## src/rtl/play_controller.sv

```systemverilog
// play_controller: single-cell falling-block game controller.
//   A one-cell block spawns at (SPAWN_X, 0). It falls on tick or btn_down and
//   slides on btn_left / btn_right. When it can no longer fall it is merged
//   into the board. Full rows are then found by a bottom-up scan and removed
//   one per cycle, and each removed row adds one to the score.
// Ports:
//   clk, rst           clock, synchronous active-high reset
//   tick               gravity pulse (one clk wide)
//   btn_left/right     lateral move requests (one-cycle pulses)
//   btn_down           soft-drop request (one-cycle pulse)
//   board              settled cells, bit y*BOARD_W+x, 1 = occupied
//   block_xpos/ypos    falling block position, row 0 is the top
//   block_type         always BLOCK_SINGLE
//   block_valid        block is live (FALL only)
//   busy               controller not accepting input (not FALL)
//   game_over          spawn cell was occupied; held until reset
//   score              cleared rows, saturating
`ifndef BLOCK_SINGLE
`define BLOCK_SINGLE 8'd1
`endif

module play_controller #(
  parameter int BOARD_W = 16,
  parameter int BOARD_H = 16,
  parameter int SPAWN_X = 7
) (
  input  logic                       clk,
  input  logic                       rst,
  input  logic                       tick,
  input  logic                       btn_left,
  input  logic                       btn_right,
  input  logic                       btn_down,
  output logic [BOARD_W*BOARD_H-1:0] board,
  output logic [7:0]                 block_xpos,
  output logic [7:0]                 block_ypos,
  output logic [7:0]                 block_type,
  output logic                       block_valid,
  output logic                       busy,
  output logic                       game_over,
  output logic [15:0]                score
);

  localparam int CB = (BOARD_W > 1) ? $clog2(BOARD_W) : 1;
  localparam int RB = (BOARD_H > 1) ? $clog2(BOARD_H) : 1;

  typedef enum logic [2:0] {SPAWN, FALL, LOCK, SCAN, SHIFT, GAMEOVER} state_t;

  typedef struct packed {
    logic down;
    logic left;
    logic right;
  } move_req_t;

  state_t    state_q, state_d;
  // Packed row-major grid: row y occupies bits y*BOARD_W +: BOARD_W, which is
  // exactly the flat board layout, so it is output without reshuffling.
  logic [BOARD_H-1:0][BOARD_W-1:0] grid_q, grid_d;
  logic [7:0]  xpos_q, xpos_d, ypos_q, ypos_d;
  logic [RB-1:0] row_q, row_d;
  logic [15:0] score_q, score_d;
  logic [CB-1:0] cx;
  logic [RB-1:0] cy;
  move_req_t   req;

  assign cx  = xpos_q[CB-1:0];
  assign cy  = ypos_q[RB-1:0];
  // tick and btn_down in the same cycle collapse into a single down step.
  assign req = '{down: tick | btn_down, left: btn_left, right: btn_right};

  always_ff @(posedge clk) begin
    if (rst) begin
      state_q <= SPAWN;
      grid_q  <= '0;
      xpos_q  <= 8'(SPAWN_X);
      ypos_q  <= '0;
      row_q   <= RB'(BOARD_H - 1);
      score_q <= '0;
    end else begin
      state_q <= state_d;
      grid_q  <= grid_d;
      xpos_q  <= xpos_d;
      ypos_q  <= ypos_d;
      row_q   <= row_d;
      score_q <= score_d;
    end
  end

  always_comb begin
    state_d = state_q;
    grid_d  = grid_q;
    xpos_d  = xpos_q;
    ypos_d  = ypos_q;
    row_d   = row_q;
    score_d = score_q;
    case (state_q)
      SPAWN: begin
        if (grid_q[0][SPAWN_X]) begin
          state_d = GAMEOVER;
        end else begin
          xpos_d  = 8'(SPAWN_X);
          ypos_d  = '0;
          state_d = FALL;
        end
      end
      FALL: begin
        // The cell-below lookup wraps on the bottom row; the row test
        // masks that case.
        if (req.down) begin
          if (ypos_q == 8'(BOARD_H - 1) || grid_q[RB'(cy + 1'b1)][cx])
            state_d = LOCK;
          else
            ypos_d = ypos_q + 8'd1;
        end else if (req.left) begin
          if (xpos_q != 8'd0 && !grid_q[cy][CB'(cx - 1'b1)])
            xpos_d = xpos_q - 8'd1;
        end else if (req.right) begin
          if (xpos_q != 8'(BOARD_W - 1) && !grid_q[cy][CB'(cx + 1'b1)])
            xpos_d = xpos_q + 8'd1;
        end
      end
      LOCK: begin
        grid_d[cy][cx] = 1'b1;
        row_d          = RB'(BOARD_H - 1);
        state_d        = SCAN;
      end
      SCAN: begin
        if (&grid_q[row_q])
          state_d = SHIFT;
        else if (row_q == '0)
          state_d = SPAWN;
        else
          row_d = row_q - 1'b1;
      end
      SHIFT: begin
        // Collapse everything above row_q down by one. The scan then
        // re-examines the same row, which now holds what was above it.
        for (int k = BOARD_H - 1; k >= 1; k--) begin
          if (k <= int'(row_q))
            grid_d[k] = grid_q[k-1];
        end
        grid_d[0] = '0;
        if (score_q != 16'hFFFF)
          score_d = score_q + 16'd1;
        state_d = SCAN;
      end
      GAMEOVER: ;
      default: state_d = SPAWN;
    endcase
  end

  assign board       = grid_q;
  assign block_xpos  = xpos_q;
  assign block_ypos  = ypos_q;
  assign block_type  = `BLOCK_SINGLE;
  assign block_valid = (state_q == FALL);
  assign busy        = (state_q != FALL);
  assign game_over   = (state_q == GAMEOVER);
  assign score       = score_q;

endmodule
```

## config.mk

```make
export PLATFORM = sky130hd
export DESIGN_NAME = play_controller
export DESIGN_NICKNAME = d
export VERILOG_FILES = /design/src/rtl/play_controller.sv
export SDC_FILE = /design/constraint.sdc
export NUM_CORES = 1
export LEC_CHECK = 0
export BUFFER_PORTS_ARGS = -buffer_cell sky130_fd_sc_hd__buf_4
export CORE_ASPECT_RATIO = 0.7
export CORE_MARGIN = 10
export CORE_UTILIZATION = 30
export CTS_CLUSTER_SIZE = 10
export DETAILED_ROUTE_END_ITERATION = 10
export PLACE_DENSITY = 0.53
export SLEW_MARGIN = 0
export SYNTH_ARGS = -nofsm -noshare
export SYNTH_HDL_FRONTEND = slang
export SYNTH_SLANG_ARGS = --single-unit
```

## constraint.sdc

```tcl
create_clock -name clk -period 4.8 [get_ports clk]
set_clock_uncertainty 0.2 [all_clocks]
set_input_delay 0.96 -clock clk [delete_from_list [all_inputs] [get_ports clk]]
set_output_delay 0.96 -clock clk [all_outputs]
set_load 0.02 [all_outputs]
```

# --- After elaboration in Yosys (flattened, before gate mapping) ---
# Cells that the tools add are included.
totals:
  in_bits: 6
  register_bits: 295
  output_inout_bits: 299
  word_cells: 177
classes:
  reduce_logical: 35
  bitwise: 3
  n_addsub: 8
  n_mux: 52
  n_eq_ne: 35
  order_cmp: 23
ops:
  columns: ["op", "count"]
  rows:
  - ["$pmux W256 S2", 1]
  - ["$mux W16", 19]
  - ["$or A256 B256 Y256", 1]
  - ["$bmux W16 S4", 3]
  - ["$mux W8", 9]
  - ["$demux W16 S4", 1]
  - ["$ne A2 B2 Y1 const B", 20]
  - ["$le A4 B4 Y1 const A", 8]
  - ["$pmux W8 S2", 2]
  - ["$reduce_and A2 Y1", 16]
  - ["$lt A4 B5 Y1 const B", 6]
  - ["$add A16 B1 Y16 const B", 1]
  - ["$add A8 B1 Y8 const B", 2]
  - ["$le A3 B4 Y1 const A", 4]
  - ["$ne A16 B16 Y1 const B", 1]
  - ["$reduce_and A16 Y1", 1]
  - ["$mux W3", 5]
  - ["$pmux W3 S5", 1]
  - ["$bmux W1 S4", 3]
  - ["$add A4 B1 Y4 const B", 2]
  - ["$eq A8 B4 Y1 const B", 1]
  - ["$ge A4 B1 Y1 const B", 2]
  - ["$le A2 B4 Y1 const A", 2]
  - ["$mux W4", 2]
  - ["other kinds (27)", 43]

# --- Longest topological paths before layout ---
depth:
  word_depth: 11
  ltp_mapped: 20
  depth_no_buf: 11

# --- Worst setup path before layout ---
# No wires, ideal clock.
synth_path:
  path_kind: "register to register"
  startpoint: "register ypos_q[1], in the netlist block_ypos[1]"
  endpoint: "register ypos_q[5], in the netlist block_ypos[5]"
  required_ns: 4.484
  stages_incl_launch_ff: 20
  synth_period_minus_slack_ns: 4.928
  n_path_buf: 9
  arrival_time_ns: 4.612
  setup_time_ns: 0.116
  path_slack_ns: -0.128
  path_cell_list: "dfxtp_1 -> buf_2 -> buf_2 -> buf_2 -> buf_4 -> inv_1 -> ha_1 -> buf_2 -> buf_2 -> buf_2 -> buf_2 -> mux4_2 -> mux4_2 -> o211ai_1 -> nand4_1 -> nor2_1 -> and3_1 -> buf_4 -> a21oi_1 -> a31o_2"
synth_via:
  elab_chain_len: 8
  word_cells_on_any_way: 13
  cone_classes: "add/sub: 2; eq/ne: 2; mux: 7; reduce/logical: 2"
synth_rtl:
  columns: ["item", "line", "source"]
  rows:
  - ["start: declaration", "58", "logic [7:0] xpos_q, xpos_d, ypos_q, ypos_d;"]
  - ["start signal: assignment", "82", "ypos_q <= ypos_d;"]
  - ["$add A4 B1 Y4", "109", "if (ypos_q == 8'(BOARD_H - 1) || grid_q[RB'(cy + 1'b1)][cx])"]
  - ["$bmux W16 S4", "109", null]
  - ["$mux W16 (not written as such)", "109", null]
  - ["$bmux W1 S4", "109", null]
  - ["$mux W1 (not written as such)", "109", null]
  - ["$logic_or A1 B1 Y1", "109", null]
  - ["$ne A2 B2 Y1 (no line)", null, null]
  - ["$reduce_and A4 Y1 (no line)", null, null]
# Parallel ways exist; a longest one is shown, timed or not. The select of a mux whose other input is x is not followed.
# A chain may end at the register's enable or synchronous reset.

# --- Worst setup path after layout ---
# Same ends and word-level chain as after synthesis.

==> reports/qor.yml <==
run_status:
  outcome: "finished, final reports clean"
sta:
  slew_headroom_pct: 25.9
  setup_violations: 0
  timing.fmax_mhz: 233
  worst_slew_pin_slew_ns: 1.10
  hold_violations: 0
  rsz0062_at_grt: "false"
  min_period_ns: 4.29
  finalSetupTns_ns: 0
  finalCritPeriodShare_pct: 89.3
  drv_slew: 0
logic_synthesis:
  synthTopCellsByArea: "dfxtp_1, mux4_2, o21ai_0, a21oi_1, nor2_1"
  seq_area_frac_synth_pct: 32.6
  synth_edf_count: 0
  ys_ff_latch: 295
  yosys_warnings: 0
  synth_top_flop_cell: "dfxtp_1"
  ys_types: 67
  synth_cells: 2191
  synth.top_cell.area_share_pct: 32.6
  syn_area_mm2: 0.0181
  syn_avg_cell_area_um2: 8.27
  synth_top_area_cell: "dfxtp_1"
  async_reset_ff_share_pct: 0
clock_tree:
  cts_tree: "done"
  hold_buffers: 0
  path_clk_slew_ns: 0.06
  insertion_delay_ns: 0.57
  cts_sinks: 295
  htree_levels: 2
  cts.repair.resized: 0
  numCtsBuffers: 37
  cts_buffer_depth: 3
  root_buffer: "clkbuf_16"
  post_cts_buffers: 0
flow_run:
  drv_cap: 0
grt:
  grt_max_degree: 211
  grt_pass1_vias: 19297
  grt_usage_pct: 31.0
  antenna_found_initial: 14
  grt_overflow: 0
  grt_pass1_wl_um: 158000
placement:
  io_buffers: 296
  dp_hpwl_um: 85100
  gp_congestion: 1.02
floorplanning:
  core_area_mm2: 0.0599
  start_util_pct: 30.3
  die_x_um: 314
  io_pins: 305
  die_y_um: 226
  dieArea_mm2: 0.0708
  rows: 75
setup_path:
  arrival_ns: 4.52
  timing_worst_setup_path_type: "flop to flop"
  end_kind: "flop"
  crit_path_max_fanout: 27
  worstSetupStartpointType: "flop"
  worst_ep_required_time_ns: 5.03
pwr:
  cellPowerDensity_mw_per_mm2: 284
  power_mw: 6.36
  ir_drop_mv: 0.169
  p_leak_nw: 8.48
drt:
  routed-via-count: 21035
  wl_per_cell_um: 35.6
  drc: 0
  drt-initial-drc-count: 3350
  firstDrtPassIters: 6
  postRouteAntennaNets: 0
  routed_via_density: 6.49
  wl_um: 115000
min_path:
  min-delay-path-class: "flop to flop"
finish:
  nFillCells: 6265
  syn2layout_area_growth_pct: 23.4
  drive_above_1_share_pct: 23.8
  nets: 2441
==> cells by family (layout without fill, tap and decap cells) <==
kind of cell / after synthesis / in the layout / share of synthesized area, %
fa+ha+maj: 21 / 21 / 1.49
other cells: 2 / 16 / 0.0414
buf+inv: 222 / 449 / 5.13
compound gates: 637 / 637 / 19.5
mux: 187 / 187 / 19.4
flops: 295 / 295 / 32.6
simple gates: 797 / 797 / 20.4
xor+xnor: 30 / 30 / 1.49
==> flip-flops by register name, indices dropped and copies added (netlist names) <==
| signal | flops |
|---|---|
| block_xpos | 8 |
| block_ypos | 8 |
| board | 256 |
| row_q | 4 |
| score | 16 |
| state_q | 3 |
==> layer usage <==
metal	track usage (%)	wire (um)
met5	0	57
met4	11.0	4240
met3	12.5	17400
met2	43.1	46800
met1	42.4	47000
==> power by group <==
part / internal (mW) / leakage [nW] / total [mW] / switching, mW
Combinational: 0.348 / 5.57 / 1.12 / 0.775
Sequential: 2.48 / 2.38 / 2.58 / 0.101
Clock: 1.54 / 0.528 / 2.65 / 1.11
Total: 4.37 / 8.48 / 6.36 / 1.99
==> worst max-delay path, stage by stage (launching register included) <==
cell and delay [ns]:
dfxtp_4 0.43, inv_1 0.10, ha_4 0.53, buf_12 0.28, mux4_2 0.33, mux4_2 0.49, mux4_2 0.54, a221o_1 0.39
o21ai_2 0.10, and3_1 0.41, a21oi_1 0.11, a31o_2 0.22
==> cell usage after synthesis, types with 11 or more instances <==
library cell and n:
nand4_1 65, inv_1 18, and2_1 11, buf_4 15
nand2_1 88, nor4_1 11, nor3_1 214, a21oi_1 252
dfxtp_1 295, xnor2_1 15, a311oi_1 11, a31oi_1 15
o21ai_0 259, mux2i_1 51, a211oi_1 20, and3_1 14
nand3_1 33, mux4_2 131, buf_2 31, ha_1 20
nor2b_1 12, xor2_1 14, clkbuf_1 152, nor2_1 322
==> stage by stage <==
stage | hold WS (ns) | std cells | area, um^2 | setup slack (ns) | utilization, %
after floorplan | 0.356 | 2197 | 18100 | 0.00755 | -
final | 0.305 | 3240 | 22400 | 0.512 | 37.4
after detailed placement | 0.303 | 3183 | 21300 | 0.572 | 35.5
after global placement | 0.298 | 3183 | 21300 | 0.627 | 35.5
after CTS | 0.310 | 3232 | 22300 | 0.536 | 37.3
after global routing | 0.343 | 3233 | 22300 | 0.393 | 37.3
==> area by class of cell <==
cell class / instances / area (um^2) / share of cell area, %
antenna: 8 / 20.0 / 0.0895
clock inverter: 6 / 92.6 / 0.414
inverter: 21 / 78.8 / 0.352
sequential: 295 / 5920 / 26.5
clock buffer: 43 / 980 / 4.38
multi-input combinational: 1680 / 11400 / 50.8
timing repair buffer: 379 / 2900 / 13.0
tap: 808 / 1010 / 4.52
==> layout by cell type, fill, tap and decap left out, drive strengths merged, types with 5 or more instances in the layout <==
| cell type | netlist | layout |
|---|---|---|
| a211oi | 20 | 20 |
| a21oi | 252 | 252 |
| a22oi | 6 | 6 |
| a311oi | 11 | 11 |
| a31oi | 15 | 15 |
| a32o | 5 | 5 |
| and2 | 11 | 11 |
| and3 | 14 | 14 |
| buf | 48 | 379 |
| clkbuf | 153 | 43 |
| clkinv | 2 | 5 |
| conb | 2 | 8 |
| dfxtp | 295 | 295 |
| diode | 0 | 8 |
| ha | 20 | 20 |
| inv | 19 | 20 |
| mux2 | 5 | 5 |
| mux2i | 51 | 51 |
| mux4 | 131 | 131 |
| nand2 | 88 | 88 |
| nand3 | 33 | 33 |
| nand4 | 65 | 65 |
| nor2 | 322 | 322 |
| nor2b | 12 | 12 |
| nor3 | 214 | 214 |
| nor4 | 11 | 11 |
| o211ai | 8 | 8 |
| o21ai | 264 | 264 |
| o22ai | 9 | 9 |
| o31ai | 6 | 6 |
| or3 | 7 | 7 |
| xnor2 | 16 | 16 |
| xor2 | 14 | 14 |
==> worst paths after layout <==
check                     start             to  slack [ns]  depth (start not counted)
setup / recovery  block_ypos[1]  block_ypos[5]        0.51                         11
hold / removal    block_ypos[7]  block_ypos[7]        0.31                          2
setup reg to reg  block_ypos[1]  block_ypos[5]        0.51                         11
hold reg to reg   block_ypos[7]  block_ypos[7]        0.31                          2
Power figures use the tool's default switching activity.
